### config.mk
export PLATFORM = sky130hd
export DESIGN_NAME = mod_mul_seq
export DESIGN_NICKNAME = d
export VERILOG_FILES = /design/src/rtl/ntt_pkg.sv /design/src/rtl/mod_csub.sv /design/src/rtl/mod_mul_seq.sv
export SDC_FILE = /design/constraint.sdc
export NUM_CORES = 1
export LEC_CHECK = 0
export CAP_MARGIN = 20
export CORE_MARGIN = 8
export CORE_UTILIZATION = 50
export CTS_CLUSTER_SIZE = 24
export DETAILED_ROUTE_END_ITERATION = 8
export PLACE_DENSITY = 0.76
export SETUP_SLACK_MARGIN = 0.2
export SYNTH_ARGS = -nofsm -noshare
export SYNTH_HDL_FRONTEND = slang
export SYNTH_SLANG_ARGS = --single-unit
### constraint.sdc
create_clock -name clock_i -period 5.8 [get_ports clock_i]
set_input_delay 1.16 -clock clock_i [delete_from_list [all_inputs] [get_ports clock_i]]
set_output_delay 1.16 -clock clock_i [all_outputs]
set_load 0.005 [all_outputs]
### src/rtl/ntt_pkg.sv
// Shared definitions for the NTT datapath blocks.
// Default width, default modulus and multiplier FSM states.
package ntt_pkg;

   localparam int WIDTH_DEFAULT = 12;
   localparam int Q_DEFAULT     = 3329;

   typedef enum logic [1:0] {
      ST_IDLE = 2'd0,
      ST_MUL  = 2'd1,
      ST_DONE = 2'd2
   } mul_state_e;

endpackage

### src/rtl/mod_csub.sv
// Conditional modular subtract: y = (x >= q) ? x - q : x.
// Valid when x < 2q, so one subtract brings the value below q.
module mod_csub
   import ntt_pkg::*;
#(
   parameter int WIDTH = WIDTH_DEFAULT
) (
   input  logic [WIDTH:0]   x_i,
   input  logic [WIDTH-1:0] q_i,
   output logic [WIDTH:0]   y_o
);

   logic [WIDTH:0] q_ext;

   // Zero-extend q and subtract it once if x has reached it
   always_comb begin
      q_ext = {1'b0, q_i};
      y_o   = (x_i >= q_ext) ? (x_i - q_ext) : x_i;
   end

endmodule

### src/rtl/mod_mul_seq.sv
// Sequential modular multiplier, MSB-first interleaved
// shift-and-add with conditional subtraction per step.
module mod_mul_seq
   import ntt_pkg::*;
#(
   parameter int WIDTH = WIDTH_DEFAULT
) (
   input  logic             clock_i,
   input  logic             nreset_i,
   input  logic             in_valid_i,
   output logic             in_ready_o,
   input  logic [WIDTH-1:0] a_i,
   input  logic [WIDTH-1:0] b_i,
   input  logic [WIDTH-1:0] q_i,
   output logic             out_valid_o,
   input  logic             out_ready_i,
   output logic [WIDTH-1:0] result_o,
   output logic             err_o
);

   localparam int CW = $clog2(WIDTH);

   mul_state_e     state_q, state_d;
   logic [WIDTH-1:0] a_q, a_d;
   logic [WIDTH-1:0] b_q, b_d;
   logic [WIDTH-1:0] q_q, q_d;
   logic [WIDTH-1:0] acc_q, acc_d;
   logic [CW-1:0]    cnt_q, cnt_d;
   logic             err_q, err_d;

   logic             pre_err;
   logic [WIDTH:0]   dbl_raw, dbl_red;
   logic [WIDTH:0]   add_raw, add_red;
   logic [WIDTH-1:0] add_term;

   // Operand precondition and one shift-and-add step on acc
   always_comb begin
      pre_err  = (a_i >= q_i) || (b_i >= q_i)
               || (q_i < WIDTH'(2));
      dbl_raw  = {acc_q, 1'b0};
      add_term = b_q[cnt_q] ? a_q : '0;
      add_raw  = dbl_red + {1'b0, add_term};
   end

   mod_csub #(.WIDTH(WIDTH)) u_csub_dbl (
      .x_i (dbl_raw),
      .q_i (q_q),
      .y_o (dbl_red)
   );

   mod_csub #(.WIDTH(WIDTH)) u_csub_add (
      .x_i (add_raw),
      .q_i (q_q),
      .y_o (add_red)
   );

   // State and datapath registers
   always_ff @(posedge clock_i or negedge nreset_i) begin
      if (!nreset_i) begin
         state_q <= ST_IDLE;
         a_q     <= '0;
         b_q     <= '0;
         q_q     <= '0;
         acc_q   <= '0;
         cnt_q   <= '0;
         err_q   <= 1'b0;
      end else begin
         state_q <= state_d;
         a_q     <= a_d;
         b_q     <= b_d;
         q_q     <= q_d;
         acc_q   <= acc_d;
         cnt_q   <= cnt_d;
         err_q   <= err_d;
      end
   end

   // Next state and outputs; outputs decode state_q only
   always_comb begin
      state_d     = state_q;
      a_d         = a_q;
      b_d         = b_q;
      q_d         = q_q;
      acc_d       = acc_q;
      cnt_d       = cnt_q;
      err_d       = err_q;
      in_ready_o  = 1'b0;
      out_valid_o = 1'b0;
      result_o    = '0;
      err_o       = 1'b0;
      unique case (state_q)
         ST_IDLE: begin
            in_ready_o = 1'b1;
            if (in_valid_i) begin
               a_d     = a_i;
               b_d     = b_i;
               q_d     = q_i;
               acc_d   = '0;
               cnt_d   = CW'(WIDTH - 1);
               err_d   = pre_err;
               state_d = pre_err ? ST_DONE : ST_MUL;
            end
         end
         ST_MUL: begin
            acc_d = add_red[WIDTH-1:0];
            if (cnt_q == '0) begin
               state_d = ST_DONE;
            end else begin
               cnt_d = cnt_q - CW'(1);
            end
         end
         ST_DONE: begin
            out_valid_o = 1'b1;
            result_o    = acc_q;
            err_o       = err_q;
            if (out_ready_i) begin
               state_d = ST_IDLE;
            end
         end
         default: begin
            state_d = ST_IDLE;
         end
      endcase
   end

endmodule

# Word level (Yosys, flattened, before mapping)
# Cells that the tools add are included.
[word_totals]
register_bits = 55
input_bits = 40
output_inout_bits = 15
wordCells = 51
[classes]
addsub = 4
order_cmp = 6
n_eq_ne = 6
mux = 19
n_reduce_logical = 9
[ops]
columns = ["cell", "n"]
rows = [
  ["$mux 12", 4],
  ["$ge 13x12->1", 2],
  ["$ge 12x12->1", 2],
  ["$pmux 12 s2", 1],
  ["$add 13x12->13", 1],
  ["$mux 13", 1],
  ["$sub 13x12->13", 1],
  ["$lt 12x2->1 const B", 1],
  ["$sub 12x12->12", 1],
  ["$mux 2", 4],
  ["$mux 4", 2],
  ["$ne 2x2->1 const B", 4],
  ["$pmux 4 s2", 1],
  ["$pmux 2 s3", 1],
  ["$reduce_and 3->1", 2],
  ["$lt 4x5->1 const B", 1],
  ["$bmux 1 s4", 1],
  ["$logic_not 4->1", 1],
  ["$mux 1", 4],
  ["$reduce_and 2->1", 2],
  ["$sub 4x1->4 const B", 1],
  ["$eq 2x1->1 const B", 1],
  ["$eq 2x2->1 const B", 1],
  ["$logic_not 2->1", 1],
  ["other kinds (2)", 3],
]

# Depth between registers and ports, before layout
# Gate-level depths: netlist of run 1.
[logic_depth]
depth_word = 7
mapped_depth = 27
depth_no_buf = 25

# Cells and area by module
# From an unflattened synthesis of run 1, not the netlist that was laid out.
[hier_totals]
hier_cells = 574
hier_area_um2 = 5405.2
[by_module_without_submodules]
columns = ["module", "instances", "cells_per_inst", "area_per_inst_um2", "seq_area_each_um2"]
rows = [
  ["mod_mul_seq", 1, 319, 3515.9, 1376.3],
  ["mod_csub at u_csub_add", 1, 127, 954.7, 0.0],
  ["mod_csub at u_csub_dbl", 1, 128, 934.6, 0.0],
]

# Least setup slack after synthesis of run 1
# Ideal clock, no wire load.
[synth_timing]
path_kind = "reg2reg"
startpoint = "register q_q[1]"
endpoint = "register acc_q[1]"
setup_ps = 121
t_arrival_ps = 5011
path_slack_ps = 668
stages_incl_launch_ff = 27
synth_period_minus_slack_ps = 5132
path_cell_list = "dfrtp_1 > inv_1 > ha_1 > ha_1 > nand4_1 > a211oi_1 > o21ai_0 > o21ai_1 > clkbuf_1 > mux2_2 > fa_1 > nand2_1 > a21oi_1 > o21a_1 > a21o_1 > a21o_1 > a21oi_1 > xnor2_1 > ha_1 > nand3_1 > nor4b_1 > nor2_1 > o211ai_1 > nor3_2 > buf_6 > mux2i_1 > a22o_1"
[synth_between]
elab_chain_len = 6
[synth_rtl]
columns = ["element", "line", "source"]
rows = [
  ["start, declared", "mod_mul_seq.sv:26", "logic [WIDTH-1:0] q_q, q_d;"],
  ["start signal, assigned", "mod_mul_seq.sv:71", "q_q <= q_d;"],
  ["$sub 13x12->13 or $ge 13x12->1 (tied branches)", "mod_csub.sv:18", "y_o = (x_i >= q_ext) ? (x_i - q_ext) : x_i;"],
  ["$mux 13", "mod_csub.sv:18", ""],
  ["$add 13x12->13", "mod_mul_seq.sv:42", "add_raw = dbl_red + {1'b0, add_term};"],
  ["$sub 12x12->12 or $ge 13x12->1 (tied branches)", "mod_csub.sv:18", ""],
  ["$mux 12 *", "mod_csub.sv:18", ""],
  ["$pmux 12 s2 *", "mod_mul_seq.sv:91", "unique case (state_q)"],
  ["end signal, assigned", "mod_mul_seq.sv:64", "acc_q <= '0;"],
  ["end signal, assigned", "mod_mul_seq.sv:72", "acc_q <= acc_d;"],
  ["end, declared", "mod_mul_seq.sv:27", "logic [WIDTH-1:0] acc_q, acc_d;"],
]
# Every way passes the cells marked *; elsewhere a longest branch is shown, timed or not.
# A chain may end at the register's enable or synchronous reset.

# Worst setup path after layout of run 1
[layout_timing]
startpoint = "register acc_q[0]"
endpoint = "register acc_q[3]"
[layout_between]
elab_chain_len = 6
[layout_rtl]
columns = ["element", "line"]
rows = [
  ["$sub 13x12->13 or $ge 13x12->1 (tied branches)", "mod_csub.sv:18"],
  ["$mux 13 *", "mod_csub.sv:18"],
  ["$add 13x12->13 *", "mod_mul_seq.sv:42"],
  ["$sub 12x12->12 or $ge 13x12->1 (tied branches)", "mod_csub.sv:18"],
  ["$mux 12 *", "mod_csub.sv:18"],
  ["$pmux 12 s2 *", "mod_mul_seq.sv:91"],
]
# Marked as above.

==> results of run 1 <==
## worst max-delay path, stage by stage, from the launching register on
cell and delay [ps]:
dfrtp_1 460, ha_1 320, ha_1 140, nand4_1 130
a211oi_1 240, o21ai_0 110, o21ai_1 250, buf_4 160
mux2_2 350, fa_2 380, nand2_1 90, a21oi_1 110
o21a_1 210, a21o_1 200, a21o_1 180, a21oi_1 170
xnor2_1 130, ha_1 390, nand3_2 130, nor4b_2 270
nor2_1 80, o211ai_1 160, nor3_4 90, buf_2 160
o311ai_1 310
## cells by family (layout without fill, tap and decap cells)
kind of cell / Yosys count / count (layout) / share of synthesized area (%)
DFF: 55 / 55 / 28.78
and+or+nand+nor: 154 / 154 / 16.54
xor gates and xnor gates: 29 / 29 / 5.311
adders and majority gates: 64 / 64 / 17.22
muxes: 39 / 39 / 9.681
AOI/OAI and AO/OA: 138 / 138 / 18.24
buffers and inverters: 52 / 113 / 4.239
## registers in the layout (all words and copies together), names as in the netlist
register / flops
err_q: 1
state_q: 2
acc_q: 12
q_q: 12
b_q: 12
cnt_q: 4
a_q: 12
## final cells by class
type,instances,area share [%]
Multi-Input combinational cell,424,57.31
Sequential cell,55,24.29
Timing Repair Buffer,67,11.42
Tap cell,129,2.849
Inverter,38,2.518
Clock buffer,5,1.215
Clock inverter,3,0.3975
## repair_timing
item                                    in CTS  in global routing
endpoints found under the setup margin      10                 12
pin swaps                                    1                  6
gates resized for setup                      1                 12
gates cloned                                 0                  1
buffers inserted                             2                  5
## final timing paths
kind / from / end / slack, ps / cells after the start
worst max-delay path: acc_q[0] / acc_q[3] / 450 / 24
worst min-delay path: err_q / err_q / 490 / 1
worst max register to register: acc_q[0] / acc_q[3] / 450 / 24
worst min register to register: err_q / err_q / 490 / 1
max in group asynchronous: nreset_i / a_q[6] / 4360 / 2
min in group asynchronous: nreset_i / cnt_q[0] / 970 / 2
## synth_stat cells, types with 8 or more instances
library cell,instances
nand3_1,9
inv_1,38
xnor2_1,14
mux2i_1,8
a21o_1,14
dfrtp_1,55
ha_1,61
nand2b_1,9
mux2_2,28
o21ai_0,34
and2_1,28
nor2_1,28
a21oi_1,43
clkbuf_1,13
xor2_1,15
nand2_1,43
o21a_1,11
## metal layers
metal | GRT usage [%] | up-vias
met3 | 3.117 | 22
met1 | 25.67 | 1977
met2 | 31.44 | 120
li1 | - | 2011
met5 | 0 | -
met4 | 5.945 | 0
## metrics by stage
step,setup TNS (ps),instances
2_1_floorplan,0,531
3_3_place_gp,0,704
3_5_place_dp,-0.2229,704
4_1_cts,0,714
5_1_grt,0,721
6_report,0,721
==> results_dict.tcl, run 1 <==
set metrics [dict create \
    status "completed" \
    hold_ws_ps 493.4 \
    post_drt_via_cell_ratio 5.728 \
    first_pass_iters 5 \
    num_rows 35 \
    start_kind "flip-flop" \
    syn_nets 635 \
    numCtsBuffers 5 \
    fin_skew_ps 8.568 \
    cp-end-kind "flip-flop" \
    wl_met3_um 750 \
    async_reset_ff_share_pct 100.0 \
    drc_errors 0 \
    coreArea_um2 9240 \
    cts_buffer_depth 2 \
    ys.flop_type "dfrtp_1" \
    drt-initial-drc-count 285 \
    finalWorstSetupSlack_ps 452.0 \
    start_util_pct 51.75 \
    clk_latency_ps 320 \
    path_clk_slew_ps 110 \
    root_buffer "clkbuf_8" \
    synth.top_cell.area_share_pct 28.78 \
    finalSetupViolCount 0 \
    fin_crit_ps 5348 \
    multi_input_area_um2 3247 \
    port_buffers 54 \
    hpwlAfterDp_mm 9.869 \
    gp_congestion 0.8905 \
    cts.sinks 55 \
    grt_pass1_wl_mm 20.44 \
    regArea_um2 1376 \
    tritoncts "done" \
    syn_inst 531 \
    final.period_utilization_pct 92.21 \
    m1WireLength_mm 5.638 \
    grt_use_total_pct 19.33 \
    grt_start_max_net_pins 56 \
    cp_data_required_time_ps 6010 \
    vias 4130 \
    dr_wl_met2_mm 5.756 \
    drv_cap 0 \
    grt_remaining_overflow 0 \
    hp-class "flip-flop to flip-flop" \
    holdBufCountCts 0 \
    worstPathArrival_ps 5560 \
    die_h_um 113.8 \
    yosys_warnings 0 \
    antenna_found_initial 0 \
    slew_headroom_pct 37.92 \
    dieArea_um2 12950 \
    hold_viol 0 \
    dp_slack_ps -0.2229 \
    synth.avg_cell_area_um2 9.006 \
    worst-path-max-fanout 5 \
    rsz0062_at_grt "false" \
    layout_common_cells "59 x ha_1, 55 x dfrtp_1, 53 x clkdlybuf4s50_1, 42 x nand2_1, 41 x a21oi_1" \
    drv_slew 0 \
    grt_pass1_vias 4217 \
    final_antenna_net_count 0 \
    area_growth_pct 18.47 \
    top_layer "met4" \
    synth_top_cell_by_area "dfrtp_1" \
    synth.yosys.seq_area_share_pct 28.78 \
    synth-edff-count 0 \
    nFillCells 833 \
    die_x_um 113.8 \
    ios 55 \
    tightest_slew_ps 929.3 \
    synth_area_leaders "dfrtp_1 29%, ha_1 16%, mux2_2 6.6%" \
    post-route-util_pct 61.31 \
    final_common_cell "ha_1" \
    htree_levels 2 \
    yosysUniqueCellTypes 51 \
    drive_gt1_share_pct 12.67 \
    antenna_cells 0 \
    fin_area_um2 5665 \
    max_freq_mhz 187.0 \
    crit_type "flip-flop to flip-flop" \
    placed_area_um2 5456 \
    wl_per_cell_um 17.21 \
    nets 695 \
    drt-total-wl_mm 12.41 \
    synthesis.area_um2 4782 \
    synth-seq-cells 55 \
]
Power of run 1 is not shown: default switching activity piles up to over one toggle a cycle in this logic, so the estimate is an artifact.
==> inputs of run 2 (changes only) <==
--- a/config.mk
+++ b/config.mk
@@ -7,4 +7,5 @@
 export LEC_CHECK = 0
 export CAP_MARGIN = 20
+export CORE_ASPECT_RATIO = 1.75
 export CORE_MARGIN = 8
 export CORE_UTILIZATION = 50
@@ -13,4 +14,5 @@
 export PLACE_DENSITY = 0.76
 export SETUP_SLACK_MARGIN = 0.2
+export SLEW_MARGIN = 20
 export SYNTH_ARGS = -nofsm -noshare
 export SYNTH_HDL_FRONTEND = slang
==> constraint.sdc (replaced) <==
create_clock -name clock_i -period 5.8 [get_ports clock_i]
set_input_delay 1.16 -clock clock_i [delete_from_list [all_inputs] [get_ports clock_i]]
set_output_delay 1.16 -clock clock_i [all_outputs]
set_load 0.01 [all_outputs]
==> results_dict.tcl, run 2 (same netlist as run 1, synthesis figures left out) <==
set metrics [dict create \
    status "completed" \
    crit_type "flip-flop to flip-flop" \
    cp_data_required_time_ps 5990 \
    finalSetupViolCount 0 \
    slew_headroom_pct 43.77 \
    grt_start_max_net_pins 56 \
    max_freq_mhz 186.8 \
    post_drt_via_cell_ratio 5.886 \
    drv_cap 0 \
    hold_viol 0 \
    cts.sinks 55 \
    coreArea_um2 9409 \
    drt-initial-drc-count 264 \
    vias 4179 \
    ff2ff_setup_slack_ps 450 \
    num_rows 47 \
    htree_levels 2 \
    first_pass_iters 4 \
    drive_gt1_share_pct 11.90 \
    reg2reg_depth 25 \
    antenna_found_initial 0 \
    hp-class "flip-flop to flip-flop" \
    drv_slew 0 \
    path_clk_slew_ps 70 \
    final_common_cell "ha_1" \
    ios 55 \
    cp-end-kind "flip-flop" \
    grt_remaining_overflow 0 \
    worst-path-max-fanout 11 \
    area_growth_pct 19.62 \
    grt_pass1_vias 4479 \
    gp_congestion 0.9524 \
    drt-total-wl_mm 13.14 \
    cts_buffer_depth 2 \
    fin_skew_ps 5.522 \
    dpl.cell_count 698 \
    final_antenna_net_count 0 \
    rsz0062_at_grt "false" \
    nFillCells 832 \
    antenna_cells 0 \
    fin_crit_ps 5354 \
    tritoncts "done" \
    start_kind "flip-flop" \
    dieArea_um2 13070 \
    worstPathArrival_ps 5540 \
    rr_endpoint "acc_q[1]" \
    cp-endpoint "acc_q[1]" \
    tightest_slew_ps 841.8 \
    hold_ws_ps 486.4 \
    layout_common_cells "60 x ha_1, 55 x dfrtp_1, 53 x clkdlybuf4s50_1, 43 x a21oi_1, 42 x nand2_1" \
    hpwlAfterDp_mm 10.55 \
    wl_per_cell_um 18.51 \
    start_util_pct 50.82 \
    grt_use_total_pct 20.07 \
    hp-start "err_q" \
    numCtsBuffers 5 \
    crit_start "q_q[10]" \
    r2r_start "q_q[10]" \
    final.period_utilization_pct 92.31 \
    grt_pass1_wl_mm 21.38 \
    fin_cells 710 \
    die_x_um 89.93 \
    clk_latency_ps 300 \
    root_buffer "clkbuf_16" \
    die_h_um 145.4 \
    drc_errors 0 \
    port_buffers 54 \
    nets 691 \
]
-- run 2: cell count changes in the layout (fill, tap and decap cells not counted), moves of 2 or more --
cell / before / now
clkbuf_16: 0 / 5
clkbuf_8: 5 / 0
buf_4: 10 / 7
a21oi_1: 41 / 43
a21oi_2: 3 / 1
-- run 2: area by class of cell --
type,instances,area (µm²),area share (%)
clock buffer,6,128.9,2.253
clock inverter,2,16.27,0.2843
inverter,38,142.6,2.493
multi-input combinational,424,3284,57.41
sequential,55,1376,24.06
tap,122,152.6,2.668
timing repair buffer,63,619.3,10.83
-- run 2: layer usage --
metal / global-route usage, % / part of all wire [%] / up-vias
met2: 39.23 / 57 / 116
met4: 10.98 / 4.5 / 0
li1: - / - / 2001
met5: 0 / 0 / -
met1: 19.68 / 36 / 2029
met3: 2.221 / 3.3 / 33
-- run 2: worst max-delay path, stage by stage, from the launching register on --
cell and delay, ps:
dfrtp_1 360, inv_1 120, ha_1 320, and3_1 280, a2111oi_4 400, o21ai_2 120
buf_4 190, and2_1 160, ha_1 200, fa_1 400, nand2_1 100, a21oi_1 110
o21a_1 210, a21o_1 210, a21o_1 180, a21oi_1 180, xnor2_1 130, ha_1 350
nand3_2 110, nor4b_2 310, nor2_1 90, o211ai_1 140, nor3_4 60, buf_6 160
mux2i_1 120, a22o_1 200
-- run 2: repair_timing --
item,in CTS,in global routing
hold buffers,0,0
resized for setup,4,12
pin swaps,1,3
setup buffers,2,1
setup endpoints to repair,12,12
-- run 2: how the worst min path moves through the flow --
stage	slack, ps	cells after the start	to
after global routing	520	1	a_q[11]
final	490	1	err_q
after CTS	490	1	err_q
after floorplan	460	1	err_q
after detailed placement	470	1	err_q
after global placement	470	1	err_q
-- run 2: metrics by stage --
step	area, µm²	setup TNS (ps)	util, %	setup WS, ps
after detailed placement	5455	-1609	57.98	-250.0
after global placement	5455	-921.0	57.98	-168.1
final	5720	0	60.80	446.2
after global routing	5720	0	60.80	195.9
after CTS	5635	0	59.89	213.2
after floorplan	4782	0	-	667.8
Power of run 2 is left out for the same reason.
==> edit 1 (flow settings as in run 2) <==
Set the package constant `WIDTH_DEFAULT` to 24 (it was 12).
--- a/src/rtl/ntt_pkg.sv
+++ b/src/rtl/ntt_pkg.sv
@@ -4,3 +4,3 @@
 
-   localparam int WIDTH_DEFAULT = 12;
+   localparam int WIDTH_DEFAULT = 24;
    localparam int Q_DEFAULT     = 3329;
Interface: changed (resized a_i, b_i, q_i and result_o); port bits go from 55 to 103. The function was not compared with the original's and may differ.
==> edit 1 against run 2 <==
  * Critical path type unchanged
  * Maximum frequency is 9.5% lower
  * Sequential cell count is 49 higher
  * Non-clock buffer count is 351 higher
  * Final area grew to 2.5 times the old value
  * Routed wire length grew to 2.8 times the old value
  * Worst setup slack worse by 0.56 ns
  * The run now ends with setup timing left
  * Synthesized area is 110% higher
  * Largest cell class unchanged
Power is not shown: default switching activity piles up to over one toggle a cycle in this logic, so the estimate is an artifact.
==> edit 1: results (changes against run 2) <==
- Status: finished, violations left
- Failing checks: setup timing
- Worst hold endpoint: a_q[11]
- Worst Slack Setup Final: -0.116 ns (-0.562 ns)
- Nets: 1827 (+160%)
- Antenna Cells: 0 (unchanged)
- Routed vias: 11000 (+160%)
- Compound-Gate Fraction of Synth Area: 0.233 (+0.0509)
- GRT Total Usage: 0.297 (+0.0961)
- Synth Area in XOR/XNOR: 0.0461 (-0.00700)
- Endpoints failing setup: 14 (+14)
- Synthesis Warnings: 0 (unchanged)
- 1st-pass router iterations: 5 (+1)
- Wirelength, routed: 36900 microns (+180%)
- Num CTS Buffers: 9 (+4)
- Clock buffer depth: 2 (unchanged)
- Htree depth: 3 (+1)
- Mux cell area share after synthesis: 0.0180 (-0.0788)
- Hold Path Class: reg2reg
- Final Hold Fails: 0 (unchanged)
- Synth Area in Adders: 0.161 (-0.0115)
- CP max stage delay: 0.54 ns (+0.14 ns)
- Worst r2r src: acc_q[3]
- First-pass GRT wire length: 57100 microns (+170%)
- Share of cells above drive strength 1: 0.289 (+0.170)
- Crit start category: flip-flop
- Root Driver: clkbuf_16
- Asr flop ratio synth: 1.00 (unchanged)
- Final Skew: 0.0117 ns (+0.00613 ns)
- Routability Congestion: 1.05 (+10%)
- Critical path fanouts, max: 6 (-5)
- Post-DP HPWL: 29200 microns (+180%)
- Top cells by area, synth: dfrtp_1, ha_1, nand2_1, o21ai_0, a21oi_1
- FF-to-FF path depth: 26 (+4.0%)
- Largest family of logic cells by synthesized area: compound AO/OA/AOI/OAI gates
- Crit-path slowest cell: or4_4
- Pre-CTS setup slack: -0.771 ns (-0.521 ns)
- Iteration-0 DRC Markers: 617 (+130%)
- Number of buffers added on ports: 102 (+89%)
- Worst EP arrival: 6.18 ns (+0.64 ns)
- Clock transition at the registers of the reported paths: around 0.080 ns
- Hold_sp: a_q[11]
- Initial antenna violation count: 0 (unchanged)
- Mapped Nets: 1447 (+130%)
- Post-DP Area: 13300 sq um (+140%)
- Relative slew slack: 0.280 (-0.157)
- Seq/Total Area, Yosys: 0.264 (-0.0243)
- Hold Path Depth: 2 (+1)
- Distinct cells, synth: 71 (+39%)
- Post-synth top cells: nand2_1, ha_1, dfrtp_1, o21ai_0, a21oi_1
- Largest net degree at the start of global routing: 55 (-1.8%)
- Reg2Reg Capture Point: acc_q[17]
- Latest clock arrival within the worst-skew pair: 0.37 ns (+0.07 ns)
==> edit 1: changes by cell type after synthesis, sizes merged, moves of 26 or more <==
cell / run 2 / this run
a21oi: 44 / 82
nor2b: 7 / 37
ha: 61 / 122
mux2: 28 / 2
inv: 38 / 75
nand2: 43 / 233
dfrtp: 55 / 104
o21ai: 40 / 101
==> edit 1: worst max-delay path by stage <==
stage | start | to | slack [ns] | cells past startpoint
3_5_place_dp | q_q[1] | acc_q[2] | -0.77 | 27
3_3_place_gp | q_q[1] | acc_q[17] | -0.53 | 26
6_report | acc_q[3] | acc_q[17] | -0.12 | 26
2_1_floorplan | q_q[1] | acc_q[17] | 0.18 | 26
4_1_cts | acc_q[3] | acc_q[17] | -0.1 | 26
5_1_grt | q_q[19] | acc_q[17] | -0.31 | 28
==> edit 1: area by class of cell <==
cell class	instances	area (sq um)
multi-input cells	1022	7640
fillers	1506	5010
repair buffers	414	3420
flip-flops and latches	104	2600
well taps	245	307
inverters	75	282
clock buffers	9	225
clock inverters	7	83.8
==> edit 1: repair_timing <==
action	4_1_cts	5_1_grt
resized for setup	101	54
setup buffers	20	6
gates cloned	2	0
hold buffers	0	0
pin swaps	50	50
setup endpoints to repair	24	24
==> edit 1: cell families (layout without fill, tap and decap cells) <==
family	Yosys count	after routing
simple gates	477	477
compound gates	358	358
fa+ha+maj	125	125
buf+inv	120	505
flops	104	104
xor+xnor	52	52
mux	10	10
==> edit 1: critical path, delay by kind of cell (launching register included) <==
kind	cells	cell delay, ns
AO/OA/AOI/OAI	13	2.45
AND/OR/NAND/NOR	6	1.33
adder cells (fa/ha/maj)	4	1.11
buffers and inverters	3	0.48
flip-flops	1	0.43
==> edit 1: stage by stage <==
| step | TNS (ns) | hold slack (ns) | instances | util |
|---|---|---|---|---|
| finish | -0.359 | 0.468 | 1876 | 0.744 |
| floorplan | 0 | 0.438 | 1246 | - |
| global placement | -11.25 | 0.449 | 1832 | 0.680 |
| CTS | -0.541 | 0.473 | 1870 | 0.728 |
| detailed placement | -16.83 | 0.454 | 1832 | 0.680 |
| global route | -5.43 | 0.483 | 1876 | 0.744 |
==> edit 1: metal layers <==
metal  global-route usage  wire length, microns  vias up
met4                0.195                  2570        0
met2                0.535                 19100      364
met5                    0                     0        -
met3               0.0307                  1630      142
met1                0.316                 13600     5233
li1                     -                     -     5226
==> edit 2 (flow settings as in run 2) <==
Without the edit above. Re-encode `mul_state_e` (3 states) as one-hot, 3 bits wide.
--- a/src/rtl/ntt_pkg.sv
+++ b/src/rtl/ntt_pkg.sv
@@ -7,6 +7,6 @@
 
-   typedef enum logic [1:0] {
-      ST_IDLE = 2'd0,
-      ST_MUL  = 2'd1,
-      ST_DONE = 2'd2
+   typedef enum logic [2:0] {
+      ST_IDLE = 3'b001,
+      ST_MUL  = 3'b010,
+      ST_DONE = 3'b100
    } mul_state_e;
Check against the original RTL: no difference found for any inputs over 10 cycles, from zero or initial values and one cycle with nreset_i low; not proved beyond that.
==> edit 2 against run 2 <==
  * Synthesized cell count down 2.3%
  * Worst setup slack worse by 0.30 ns
  * Critical path depth unchanged
  * Synthesized area up 0.47%
  * Largest cell class unchanged
  * Sequential cell count up 1
  * Non-clock buffer count up 19
  * Routed wire length up 8.0%
  * Via count up 4.4%
  * Final area up 7.0%
Power is not shown: default switching activity piles up to over one toggle a cycle in this logic, so the estimate is an artifact.
==> edit 2: results (changes against run 2) <==
- Status: complete, no violations
- Family with the most delay on the worst path: simple AND/OR/NAND/NOR gates
- Post-DP Area: 5530 sq um (+1.3%)
- Reg2Reg Capture Point: acc_q[9]
- Routability Congestion: 0.959 (+0.73%)
- Clk tree area frac: 0.0247 (-0.000628)
- Logic inverters: 35 (-7.9%)
- 1st-pass router iterations: 5 (+1)
- Final cell count without fillers: 716 (+0.85%)
- Critical path fanouts, max: 4 (-7)
- Number of fillers in the final layout: 758 (-8.9%)
- Post-DP HPWL: 10700 microns (+1.3%)
- Share of cells above drive strength 1: 0.207 (+0.0880)
- CP startpoint: q_q[1]
- Hold Path Class: reg2reg
- Met1 Resource Use GR: 0.205 (+0.00808)
- Data buffer area share: 0.127 (+0.0183)
- GRT Total Usage: 0.208 (+0.00730)
- DR WL met2: 7660 microns (+3.1%)
- Vias in the first global route: 4552 (+1.6%)
- Met3 usage: 0.0289 (+0.00671)
- Worst slew pin tran: 0.854 ns (+0.0117 ns)
- Nets: 697 (+0.87%)
- Mapped Nets: 623 (-1.9%)
- CP max stage delay: 0.54 ns (+0.14 ns)
- DRT met1 WL: 5200 microns (+11%)
- Footprint of the multi-input gates: 3510 sq um (+6.7%)
- Distinct cells, synth: 58 (+14%)
- Final Util: 0.650 (+0.0423)
- Largest net degree at the start of global routing: 57 (+1.8%)
- First-pass GRT wire length: 22200 microns (+3.6%)
- Crit-path slowest cell: or4_4
- Seq/Total Area, Yosys: 0.292 (+0.00412)
- Cell count after placement: 692 (-0.86%)
- Met2 Use GR: 0.392 (about the same)
- Yosys reg bits: 56 (+1.8%)
- Plain + repair buffers: 82 (+30%)
- WL met3: 487 microns (+13%)
- Final Skew: 0.00755 ns (+0.00203 ns)
- Layout clock buffer count: 5 (-1)
- Multi-In Gates: 413 (-2.6%)
- Fin area: 6120 sq um (+7.0%)
- DR vias/cell: 6.09 (+3.5%)
- Seq area share: 0.229 (-0.0114)
- Post-synth top cells: ha_1, dfrtp_1, inv_1, nor2_1, nand2_1
- Worst hold endpoint: a_q[4]
- Hold_sp: a_q[4]
- Mapped Cells: 519 (-2.3%)
- Hold slack: 0.504 ns (+0.0174 ns)
- Pre-CTS setup slack: -0.165 ns (+0.0847 ns)
- Worst EP arrival: 5.84 ns (+0.30 ns)
- Top cells by area, synth: dfrtp_1, ha_1, mux2_2, xnor2_1, a21oi_1
- Wirelength, routed: 14200 microns (+8.0%)
-- edit 2: kinds of logic after synthesis --
group	after synthesis	share of synthesized area
adders and majority gates	64	0.171
buffers and inverters	50	0.0417
xor gates and xnor gates	27	0.0492
and+or+nand+nor	149	0.162
DFF	56	0.292
AOI/OAI and AO/OA	132	0.183
muxes	41	0.101
-- edit 2: worst max path at each step --
| stage | slack (ns) | endpoint | cells after the start |
|---|---|---|---|
| after floorplan | 0.40 | acc_q[11] | 23 |
| after global placement | -0.04 | acc_q[0] | 22 |
| after detailed placement | -0.17 | acc_q[7] | 22 |
| after CTS | 0.20 | acc_q[11] | 23 |
| after global routing | -0.02 | acc_q[7] | 25 |
| final | 0.15 | acc_q[9] | 25 |
-- edit 2: timing repair --
| item | 4_1_cts | 5_1_grt |
|---|---|---|
| endpoints found under the setup margin | 12 | 12 |
| resized for setup | 12 | 54 |
| pin swaps | 5 | 28 |
| setup buffers | 4 | 11 |
| cloned | 0 | 0 |
| endpoints found under the hold margin | 0 | 0 |
